==> src/rtl/mem_port_arbiter.sv <==
// Shares one single-port word-addressed memory between instruction fetch and the load/store path.
// Data wins contention until a streak limit forces a waiting fetch through; stuck accesses time out.
module mem_port_arbiter #(
    parameter int unsigned MAX_DM_STREAK = 4,
    parameter int unsigned TIMEOUT       = 255
) (
    input  logic        clock,
    input  logic        reset,
    input  logic        if_req,
    input  logic [31:0] if_addr,
    output logic [31:0] if_rdata,
    output logic        if_done,
    input  logic        dm_req,
    input  logic        dm_we,
    input  logic [31:0] dm_addr,
    input  logic [31:0] dm_wdata,
    output logic [31:0] dm_rdata,
    output logic        dm_done,
    output logic        mem_req,
    output logic        mem_we,
    output logic [31:0] mem_addr,
    output logic [31:0] mem_wdata,
    input  logic [31:0] mem_rdata,
    input  logic        mem_ack,
    output logic        stall,
    output logic        err
);

    typedef enum logic [1:0] {
        IDLE   = 2'd0,
        ACC_IF = 2'd1,
        ACC_DM = 2'd2,
        DONE   = 2'd3
    } state_t;

    localparam logic [3:0]  STREAK_MAX = 4'(MAX_DM_STREAK);
    localparam logic [7:0]  TMO_LAST   = 8'(TIMEOUT - 1);
    localparam logic [31:0] ABORT_DATA = 32'hDEADBEEF;

    state_t      state_q;
    logic [3:0]  streak_q;
    logic [3:0]  streak_d;
    logic [7:0]  tmo_q;
    logic [7:0]  tmo_d;
    logic        grant_dm_d;
    logic        mem_req_q;
    logic        mem_we_q;
    logic [31:0] mem_addr_q;
    logic [31:0] mem_wdata_q;
    logic [31:0] if_rdata_q;
    logic [31:0] dm_rdata_q;
    logic        if_done_q;
    logic        dm_done_q;
    logic        err_q;

    // Arbitration decision and the streak value a data grant would leave behind.
    always_comb begin
        grant_dm_d = dm_req && !(if_req && (streak_q == STREAK_MAX));
        if (!if_req) begin
            streak_d = 4'd0;
        end else if (streak_q == STREAK_MAX) begin
            streak_d = streak_q;
        end else begin
            streak_d = streak_q + 4'd1;
        end
        tmo_d = tmo_q + 8'd1;
    end

    // Access sequencer: grant, hold the memory request, complete on ack or abort on timeout.
    always_ff @(posedge clock or posedge reset) begin
        if (reset) begin
            state_q     <= IDLE;
            streak_q    <= 4'd0;
            tmo_q       <= 8'd0;
            mem_req_q   <= 1'b0;
            mem_we_q    <= 1'b0;
            mem_addr_q  <= 32'd0;
            mem_wdata_q <= 32'd0;
            if_rdata_q  <= 32'd0;
            dm_rdata_q  <= 32'd0;
            if_done_q   <= 1'b0;
            dm_done_q   <= 1'b0;
            err_q       <= 1'b0;
        end else begin
            if_done_q <= 1'b0;
            dm_done_q <= 1'b0;
            case (state_q)
                IDLE: begin
                    if (grant_dm_d) begin
                        state_q     <= ACC_DM;
                        mem_req_q   <= 1'b1;
                        mem_we_q    <= dm_we;
                        mem_addr_q  <= dm_addr;
                        mem_wdata_q <= dm_wdata;
                        tmo_q       <= 8'd0;
                        streak_q    <= streak_d;
                    end else if (if_req) begin
                        state_q     <= ACC_IF;
                        mem_req_q   <= 1'b1;
                        mem_we_q    <= 1'b0;
                        mem_addr_q  <= if_addr;
                        mem_wdata_q <= 32'd0;
                        tmo_q       <= 8'd0;
                        streak_q    <= 4'd0;
                    end else begin
                        state_q <= IDLE;
                    end
                end
                ACC_IF, ACC_DM: begin
                    // An ack on the final count still wins over the abort.
                    if (mem_ack || (tmo_q == TMO_LAST)) begin
                        state_q   <= DONE;
                        mem_req_q <= 1'b0;
                        if (state_q == ACC_IF) begin
                            if_done_q  <= 1'b1;
                            if_rdata_q <= mem_ack ? mem_rdata : ABORT_DATA;
                        end else begin
                            dm_done_q  <= 1'b1;
                            dm_rdata_q <= mem_ack ? mem_rdata : ABORT_DATA;
                        end
                        if (!mem_ack) begin
                            err_q <= 1'b1;
                        end
                    end
                    tmo_q <= tmo_d;
                end
                DONE: begin
                    state_q <= IDLE;
                end
                default: begin
                    state_q <= IDLE;
                end
            endcase
        end
    end

    assign mem_req   = mem_req_q;
    assign mem_we    = mem_we_q;
    assign mem_addr  = mem_addr_q;
    assign mem_wdata = mem_wdata_q;
    assign if_rdata  = if_rdata_q;
    assign dm_rdata  = dm_rdata_q;
    assign if_done   = if_done_q;
    assign dm_done   = dm_done_q;
    assign err       = err_q;
    assign stall     = (if_req & ~if_done_q) | (dm_req & ~dm_done_q);

endmodule

==> config.mk <==
export PLATFORM = sky130hd
export DESIGN_NAME = mem_port_arbiter
export DESIGN_NICKNAME = d
export VERILOG_FILES = /design/src/rtl/mem_port_arbiter.sv
export SDC_FILE = /design/constraint.sdc
export NUM_CORES = 1
export LEC_CHECK = 0
export CORE_MARGIN = 2
export CORE_UTILIZATION = 40
export DETAILED_ROUTE_END_ITERATION = 6
export GPL_TIMING_DRIVEN = 0
export PLACE_DENSITY = 0.78
export SLEW_MARGIN = 5
export SYNTH_ARGS = -nofsm -noshare
export SYNTH_HDL_FRONTEND = slang
export SYNTH_SLANG_ARGS = --single-unit
==> constraint.sdc <==
create_clock -name clock -period 7.36 [get_ports clock]
set_input_delay 1.84 -clock clock [delete_from_list [all_inputs] [get_ports clock]]
set_output_delay 1.84 -clock clock [all_outputs]
set_load 0.01 [all_outputs]
Word level (Yosys, flattened, before mapping). Index checks and enable logic that the tools add are counted.

$add $sub $neg: 2. Multiply operators: 0. Div/mod/pow operators: 0. $lt $le $gt $ge: 0. Eq/ne operators: 8. Shift-type cells: 0. Mux-type cells: 28. Bitwise operators: 7. Reduce and logical (&&, ||, !) cells: 15.

Operator list (count): $mux 32 (5); $mux 4 (4); $mux 8 (2); $pmux 8 s2 (1); $reduce_and 3->1 (5); $mux 1 (12); $add 8x1->8 const B (1); $eq 8x8->1 const B (1); $ne 3x3->1 const B (2); $pmux 2 s3 (1); $add 4x1->4 const B (1); $eq 2x2->1 const B (2); $eq 4x3->1 const B (1); $mux 2 (2); $not 1->1 (4); $reduce_and 2->1 (2); $reduce_bool 2->1 (2); $and 1x1->1 (2); $eq 2x1->1 const B (1); $logic_and 1x1->1 (2); $logic_not 2->1 (1); $ne 2x2->1 const B (1); $pmux 1 s2 (1); $reduce_or 2->1 (1); 3 further kinds (3).

Flip-flop bits (word level): 147. Latch bits: 0. Bits in writable memories: 0. Bits in read-only memories: 0. Bits of input ports: 134. Output and inout port bits: 134. Word-level logic and storage cells: 72. Memories kept: 0.

Longest topological paths before layout. Gate-level depths: netlist of run 1.

Depth after elaboration: 6. Gate-level depth with buffers: 8. Mapped depth without buffers: 7.

Worst setup path before layout of run 1. OpenSTA, ideal clock, no wires.

Kind: input to output. Start point: in if_req. End point: out stall. Arrival time: 2301 ps. Setup slack: 3219 ps. Stages on the path: 3. Cell sequence: buf_2 inv_1 o22ai_1.

Cells in the longest elaborated chain, start to end: 2.

RTL lines: from (decl) (line 9) `input logic if_req,`; $and 1x1->1 (line 146) `assign stall = (if_req & ~if_done_q) | (dm_req & ~dm_done_q);`; $or 1x1->1 (line 146); to (decl) (line 25) `output logic stall,`.

Every way passes these cells.

Final worst setup path of run 1. Ends and elaborated chain as after synthesis.

==> metrics.md, run 1 <==
| Metric | Value |
|---|---|
| Fraction of layout cells with a size suffix above 1 | 6.92% |
| Unrepaired setup endpoints after global routing | no |
| Dpl cells | 1,021 |
| Post-cts sizing count | 0 |
| Synth unique cells | 45 |
| FMAX | 212 MHz |
| Starting Density | 41.2% |
| Largest net degree at the start of global routing | 113 |
| Async SR Flop Fraction | 100% |
| CTS Buffer Depth | 2 |
| Reg2Reg Setup Slack | 5.22 ns |
| Num CTS Buffers | 17 |
| Type of the worst min-delay path | reg -> reg |
| Avg Vias per Cell | 5.16 |
| Syn_area_per_cell | 10.6 sq um |
| Worst rel slew slack | 62.2% |
| Post-synth top area share | 60.9% |
| Final Non-Filler Cells | 1,051 |
| Register area share after synthesis | 60.9% |
| Top-count cell post-synth | dfrtp_1 |
| Dominant synthesized flop cell | dfrtp_1 |
| Max_cap viols | 0 |
| Crit-path max FO | 10 |
| Residual DRC count | 0 |
| GRT Total Usage | 22.4% |
| Post-Syn Instances | 571 |
| Syn Std Cell Area | 6040 sq um |
| Number of flops mapped to enable cells by yosys | 0 |
| Crit path from | if_req |
| H-tree levels | 4 |
| Post-synth top area cell | dfrtp_1 |
| Multi-input gate area | 2100 sq um |
| Nets | 997 |
| Floorplan row count | 44 |
| Clk root buf | clkbuf_16 |
| GRT Residual Overflow | 0 |
| Final setup viols | 0 |
| Synthesized net count | 712 |
| Maximum VDD drop | 0.243 mV |
| CTS tree | built |
| WL/cell | 16.9 um |
| Clk sinks | 147 |
| Tmin final | 4.72 ns |
| Synth top area cells | dfrtp_1 (61%), o22a_1 (7.0%), nand2_1 (6.7%), a21oi_1 (5.5%), o21ai_0 (3.3%) |
| Total iterations of the first detailed-routing run | 4 |
| Number of global-route vias before repair | 5,397 |
| Lkg Pwr | 0.00404 uW |
| Clk_skew | 0.00486 ns |
| Initial antenna violation count | 0 |
| Setup CP Type | in -> out |
| Register area | 3680 sq um |
| Most common library cells after synthesis | dfrtp_1 (147), nand2_1 (108), a21oi_1 (66) |
| Skew-Pair Late Insertion Delay | 0.41 ns |
| Worst setup SP type | primary input |
| CP Capture Type | output port |
| 1st-iter DRT viols | 198 |
| Post-CTS Setup Inserts | 0 |
| Final HPWL from detailed placement | 12,900 um |
| Wirelength, routed | 17,800 um |
| Die Y | 127 um |
| Final hold vios | 0 |
| YS warnings | 0 |
| Critical path arrival | 2.88 ns |
| Port Buffer Count | 265 |
| IO Pins | 268 |
| Hold bufs inserted after CTS | 0 |
| Setup ws final | 2.64 ns |
| Diodes inserted | 0 |
| Pwr dens | 441 nW/um^2 |
| Slew Limit Fails | 0 |
| Detail Route Antenna Nets | 0 |
| R2R depth | 8 |
| Reg-to-Reg Start | state_q[1]$_DFFE_PP0P_ |
| Vias post-DR | 5,421 |
| Final period util | 64.1% |
| Crit path required time | 5.52 ns |
| Worst-margin pin slew | 0.568 ns |
| Status | completed |
| Hold Slack | 0.476 ns |
| Crit path to | stall |
| DP Worst Slack | 2.64 ns |
| Routability Congestion | 0.825 |
| Reg-to-Reg End | mem_addr[7]$_DFFE_PP0P_ |
| Clock-pin slew on the worst setup and hold paths | 0.06 ns |
| First-pass GRT wire length | 28,600 um |
| Area of the core | 14,600 sq um |
| Die width | 127 um |
| Die area | 16,100 sq um |
| Area Overhead vs Synth | 57.6% |
| Filler cells | 1,203 |
| #FFs+latches synth | 147 |
==> layer usage <==
layer / vias to the layer above / GRT usage (%) / share of wire (%)
li1: 2560 / - / -
met1: 2614 / 27.2 / 40
met2: 223 / 35.9 / 47
met3: 24 / 9.41 / 10
met4: 0 / 8.08 / 1.9
met5: - / 0 / 0
==> cell type report <==
cell class	instances	share of cell area, %
multi-input cells	372	22.1
well taps	184	2.42
clock buffers	19	4.66
repair buffers	266	28.2
plain buffers	41	2.21
inverters	11	0.539
flip-flops and latches	147	38.7
clock inverters	11	1.20
==> where the power goes <==
group | total, uW | leakage (uW) | switching, uW | internal, uW
clock network | 817 | 0.000274 | 317 | 500
registers | 1410 | 0.00176 | 212 | 1200
logic | 1970 | 0.00200 | 910 | 1060
total | 4200 | 0.00404 | 1440 | 2760
==> flip-flops by register name (all words and copies together) (netlist names) <==
| register | flops |
|---|---|
| dm_rdata | 32 |
| if_rdata | 32 |
| mem_addr | 32 |
| dm_done | 1 |
| mem_req | 1 |
| mem_wdata | 32 |
| tmo_q | 8 |
| if_done | 1 |
| streak_q | 4 |
| state_q | 2 |
| err | 1 |
| mem_we | 1 |
==> worst min path at each step <==
stage                                    from                         to  depth (start not counted)
finish               mem_wdata[6]$_DFFE_PP0P_   mem_wdata[6]$_DFFE_PP0P_                          2
global route         mem_wdata[4]$_DFFE_PP0P_   mem_wdata[4]$_DFFE_PP0P_                          2
CTS                           err$_DFFE_PP0P_            err$_DFFE_PP0P_                          1
detailed placement            err$_DFFE_PP0P_            err$_DFFE_PP0P_                          1
global placement    mem_wdata[12]$_DFFE_PP0P_  mem_wdata[12]$_DFFE_PP0P_                          2
floorplan                tmo_q[7]$_DFFE_PP0P_       tmo_q[7]$_DFFE_PP0P_                          2
==> worst max-delay path: stages <==
cell,delay (ns)
buf_2,0.19
inv_1,0.10
o22ai_1,0.16
clkdlybuf4s50_1,0.59
==> cell usage in the layout, fill, tap and decap left out, types with 2 or more instances in the layout <==
cell               n
clkdlybuf4s50_1  265
dfrtp_1          147
nand2_1          108
a21oi_1           66
o22a_1            48
nor2_1            41
o21ai_0           40
clkbuf_1          20
a22o_1            19
clkbuf_16         17
buf_2             15
inv_1              8
ha_1               7
nand3_1            6
clkinv_2           6
buf_6              5
and3_1             4
xor2_1             3
and2_1             2
buf_1              2
o22ai_1            2
nand4_1            2
bufinv_16          2
clkinvlp_4         2
==> cells by family (layout without fill, tap and decap cells) <==
| logic type | Yosys count | count (layout) | share of synthesized area [%] |
|---|---|---|---|
| compound gates | 188 | 188 | 20.7 |
| simple gates | 172 | 172 | 11.9 |
| flops | 147 | 147 | 60.9 |
| buf+inv | 52 | 348 | 4.21 |
| fa+ha+maj | 7 | 7 | 1.45 |
| xor+xnor | 3 | 3 | 0.435 |
| mux | 2 | 2 | 0.352 |
==> through the flow <==
step / total power (uW) / cell area, sq um / TNS, ns / util, %
6_report: 4200 / 9510 / 0 / 64.9
5_1_grt: 4470 / 9510 / 0 / 64.9
4_1_cts: 4240 / 9510 / 0 / 64.9
3_5_place_dp: 3400 / 8950 / 0 / 61.1
3_3_place_gp: 3360 / 8920 / -82.58 / 60.9
2_1_floorplan: 2350 / 6040 / 0 / -
Power figures use the tool's default switching activity.
==> inputs of run 2 (changes only) <==
Settings changed: CORE_UTILIZATION 40 to 38.
Clock period 7.36 ns to 4.3 ns, I/O delays scaled along.
==> metrics.md, run 2 (synthesized netlist as in run 1, its figures left out) <==
| Metric | Value |
|---|---|
| Num CTS Buffers | 17 (unchanged) |
| Fraction of layout cells with a size suffix above 1 | 7.57% (+0.65 points) |
| Worst rel slew slack | 63.6% (+1.5 points) |
| Worst path bufs/invs | 3 (unchanged) |
| Final hold vios | 0 (unchanged) |
| Total iterations of the first detailed-routing run | 4 (unchanged) |
| Critical path arrival | 2.16 ns (-0.72 ns) |
| Commonest non-fill, non-tap cells in the layout | clkdlybuf4s50_1 (265), dfrtp_1 (147), nand2_1 (108) |
| Clk sinks | 147 (unchanged) |
| First-pass GRT wire length | 28,100 um (-1.8%) |
| GRT Residual Overflow | 0 (unchanged) |
| Routability Congestion | 0.804 (-2.5%) |
| Reg2Reg Setup Slack | 2.19 ns (-3.03 ns) |
| GRT Total Usage | 21.7% (-0.74 points) |
| Clock-pin slew on the worst setup and hold paths | 0.06 ns (about the same) |
| Tmin final | 3.24 ns |
| Unrepaired setup endpoints after global routing | no |
| IO Pins | 268 (unchanged) |
| Post-CTS Setup Inserts | 0 (unchanged) |
| Filler cells | 1,293 (+7.5%) |
| Final HPWL from detailed placement | 13,400 um (+3.9%) |
| Die Y | 130 um (+2.5%) |
| Lkg Pwr | 0.00407 uW (+0.86%) |
| Port Buffer Count | 265 (unchanged) |
| Area Overhead vs Synth | 59.4% |
| Worst-margin pin slew | 0.546 ns (-0.0219 ns) |
| Residual DRC count | 0 (unchanged) |
| Die width | 130 um (+2.5%) |
| Crit-path max FO | 10 (unchanged) |
| Number of global-route vias before repair | 5,394 (-0.056%) |
| FMAX | 309 MHz |
| Wirelength, routed | 18,300 um (+2.8%) |
| Skew-Pair Late Insertion Delay | 0.42 ns (about the same) |
| Floorplan row count | 46 (+4.5%) |
| Setup CP Type | in -> out |
| Pwr dens | 754 nW/um^2 (+71%) |
| Max_cap viols | 0 (unchanged) |
| Clk root buf | clkbuf_16 |
| Most common cell after layout, fill and taps aside | clkdlybuf4s50_1 |
| Met3 Usage GRT | 10.9% (+1.5 points) |
| Worst setup SP type | primary input |
| Clk_skew | 0.0105 ns (+0.00569 ns) |
| Type of the worst min-delay path | reg -> reg |
| Met2 Use GR | 36.4% (+0.54 points) |
| Crit path required time | 3.22 ns (-2.30 ns) |
| Starting Density | 38.4% (-2.8 points) |
| Met1 Track Usage GR | 24.3% (-2.9 points) |
| WL/cell | 16.8 um (-0.74%) |
| Detail Route Antenna Nets | 0 (unchanged) |
| Area of the core | 15,700 sq um (+7.3%) |
| Die area | 16,900 sq um (+5.1%) |
| Crit-path slowest cell | clkdlybuf4s50_1 |
| CP peak stage delay | 0.63 ns (+0.04 ns) |
| Worst-path cell chain | buf_2 > inv_1 > o22ai_1 > clkdlybuf4s50_1 |
| Final setup viols | 0 (unchanged) |
| Hold Slack | 0.476 ns (-0.000409 ns) |
| Diodes inserted | 0 (unchanged) |
| Vias post-DR | 5,424 (+0.055%) |
| Pwr Total | 7250 uW (+73%) |
| Post-cts sizing count | 0 (unchanged) |
| CTS Buffer Depth | 2 (unchanged) |
| Largest net degree at the start of global routing | 41 (-64%) |
| Initial antenna violation count | 0 (unchanged) |
| Maximum VDD drop | 0.412 mV (+70%) |
| CTS tree | built |
| Final period util | 75.2% |
| CP Capture Type | output port |
| Setup TNS | 0 ns (unchanged) |
| Hold bufs inserted after CTS | 0 (unchanged) |
| H-tree levels | 4 (unchanged) |
| Status | completed |
| Worst path top cell family by delay | buffers and inverters |
| Avg Vias per Cell | 4.99 (-3.3%) |
| Nets | 1,000 (+0.30%) |
| Global route hottest layer | met2 |
| 1st-iter DRT viols | 177 (-11%) |
| Slew Limit Fails | 0 (unchanged) |
==> run 2: worst paths after layout <==
kind	startpoint	to	cells after the start
hold reg to reg	err$_DFFE_PP0P_	err$_DFFE_PP0P_	1
setup / recovery	if_req	stall	4
setup reg to reg	state_q[0]$_DFFE_PP0P_	mem_addr[0]$_DFFE_PP0P_	8
min in group asynchronous	reset	mem_wdata[27]$_DFFE_PP0P_	2
hold / removal	err$_DFFE_PP0P_	err$_DFFE_PP0P_	1
max in group asynchronous	reset	if_rdata[24]$_DFFE_PP0P_	4
==> run 2: metrics by stage <==
| stage | utilization, % | worst slack, ns | std cells | area, sq um |
|---|---|---|---|---|
| 4_1_cts | 61.2 | 1.07 | 1088 | 9620 |
| 5_1_grt | 61.2 | 1.01 | 1088 | 9620 |
| 3_3_place_gp | 57.0 | 0.0404 | 1052 | 8960 |
| 6_report | 61.2 | 1.06 | 1088 | 9620 |
| 3_5_place_dp | 57.5 | 1.08 | 1056 | 9040 |
| 2_1_floorplan | - | 1.38 | 571 | 6040 |
==> run 2: worst register-to-register path, delay by kind of cell, from the launching register on <==
kind            cells  cell delay, ns
compound gates      2            0.40
fa+ha+maj           1            0.14
buf+inv             4            1.02
flops               1            0.40
simple gates        1            0.08
==> run 2: cell type report <==
| cell class | instances | area (sq um) | area share, % |
|---|---|---|---|
| Buffer | 41 | 210 | 2.18 |
| Clock buffer | 18 | 439 | 4.56 |
| Clock inverter | 14 | 141 | 1.47 |
| Inverter | 11 | 47.5 | 0.494 |
| Multi-Input combinational cell | 372 | 2100 | 21.9 |
| Sequential cell | 147 | 3680 | 38.2 |
| Tap cell | 216 | 270 | 2.81 |
| Timing Repair Buffer | 269 | 2730 | 28.4 |
==> run 2: report_power, final <==
group	leakage (uW)	internal, uW	switching (uW)
registers	0.00176	2050	370
clock network	0.000290	830	623
logic	0.00202	1820	1560
==> run 2: layer usage <==
layer	wire [um]	vias up
met2	8690	208
met4	286	0
met1	7130	2618
met5	0	-
li1	-	2576
met3	2160	22
==> inputs of run 3 (changes only) <==
Clock period 4.3 ns to 2.95 ns, I/O delays scaled along.
==> results of run 3 <==
The final DEF is identical to that of run 2. Status: completed.
Among the figures that moved: setup slack after placement 1.08 ns -> 0.408 ns; setup slack after layout 1.06 ns -> 0.390 ns; register-to-register setup slack 2.19 ns -> 0.84 ns; total power 7250 uW -> 10600 uW; worst IR drop on VDD 0.412 mV -> 0.601 mV
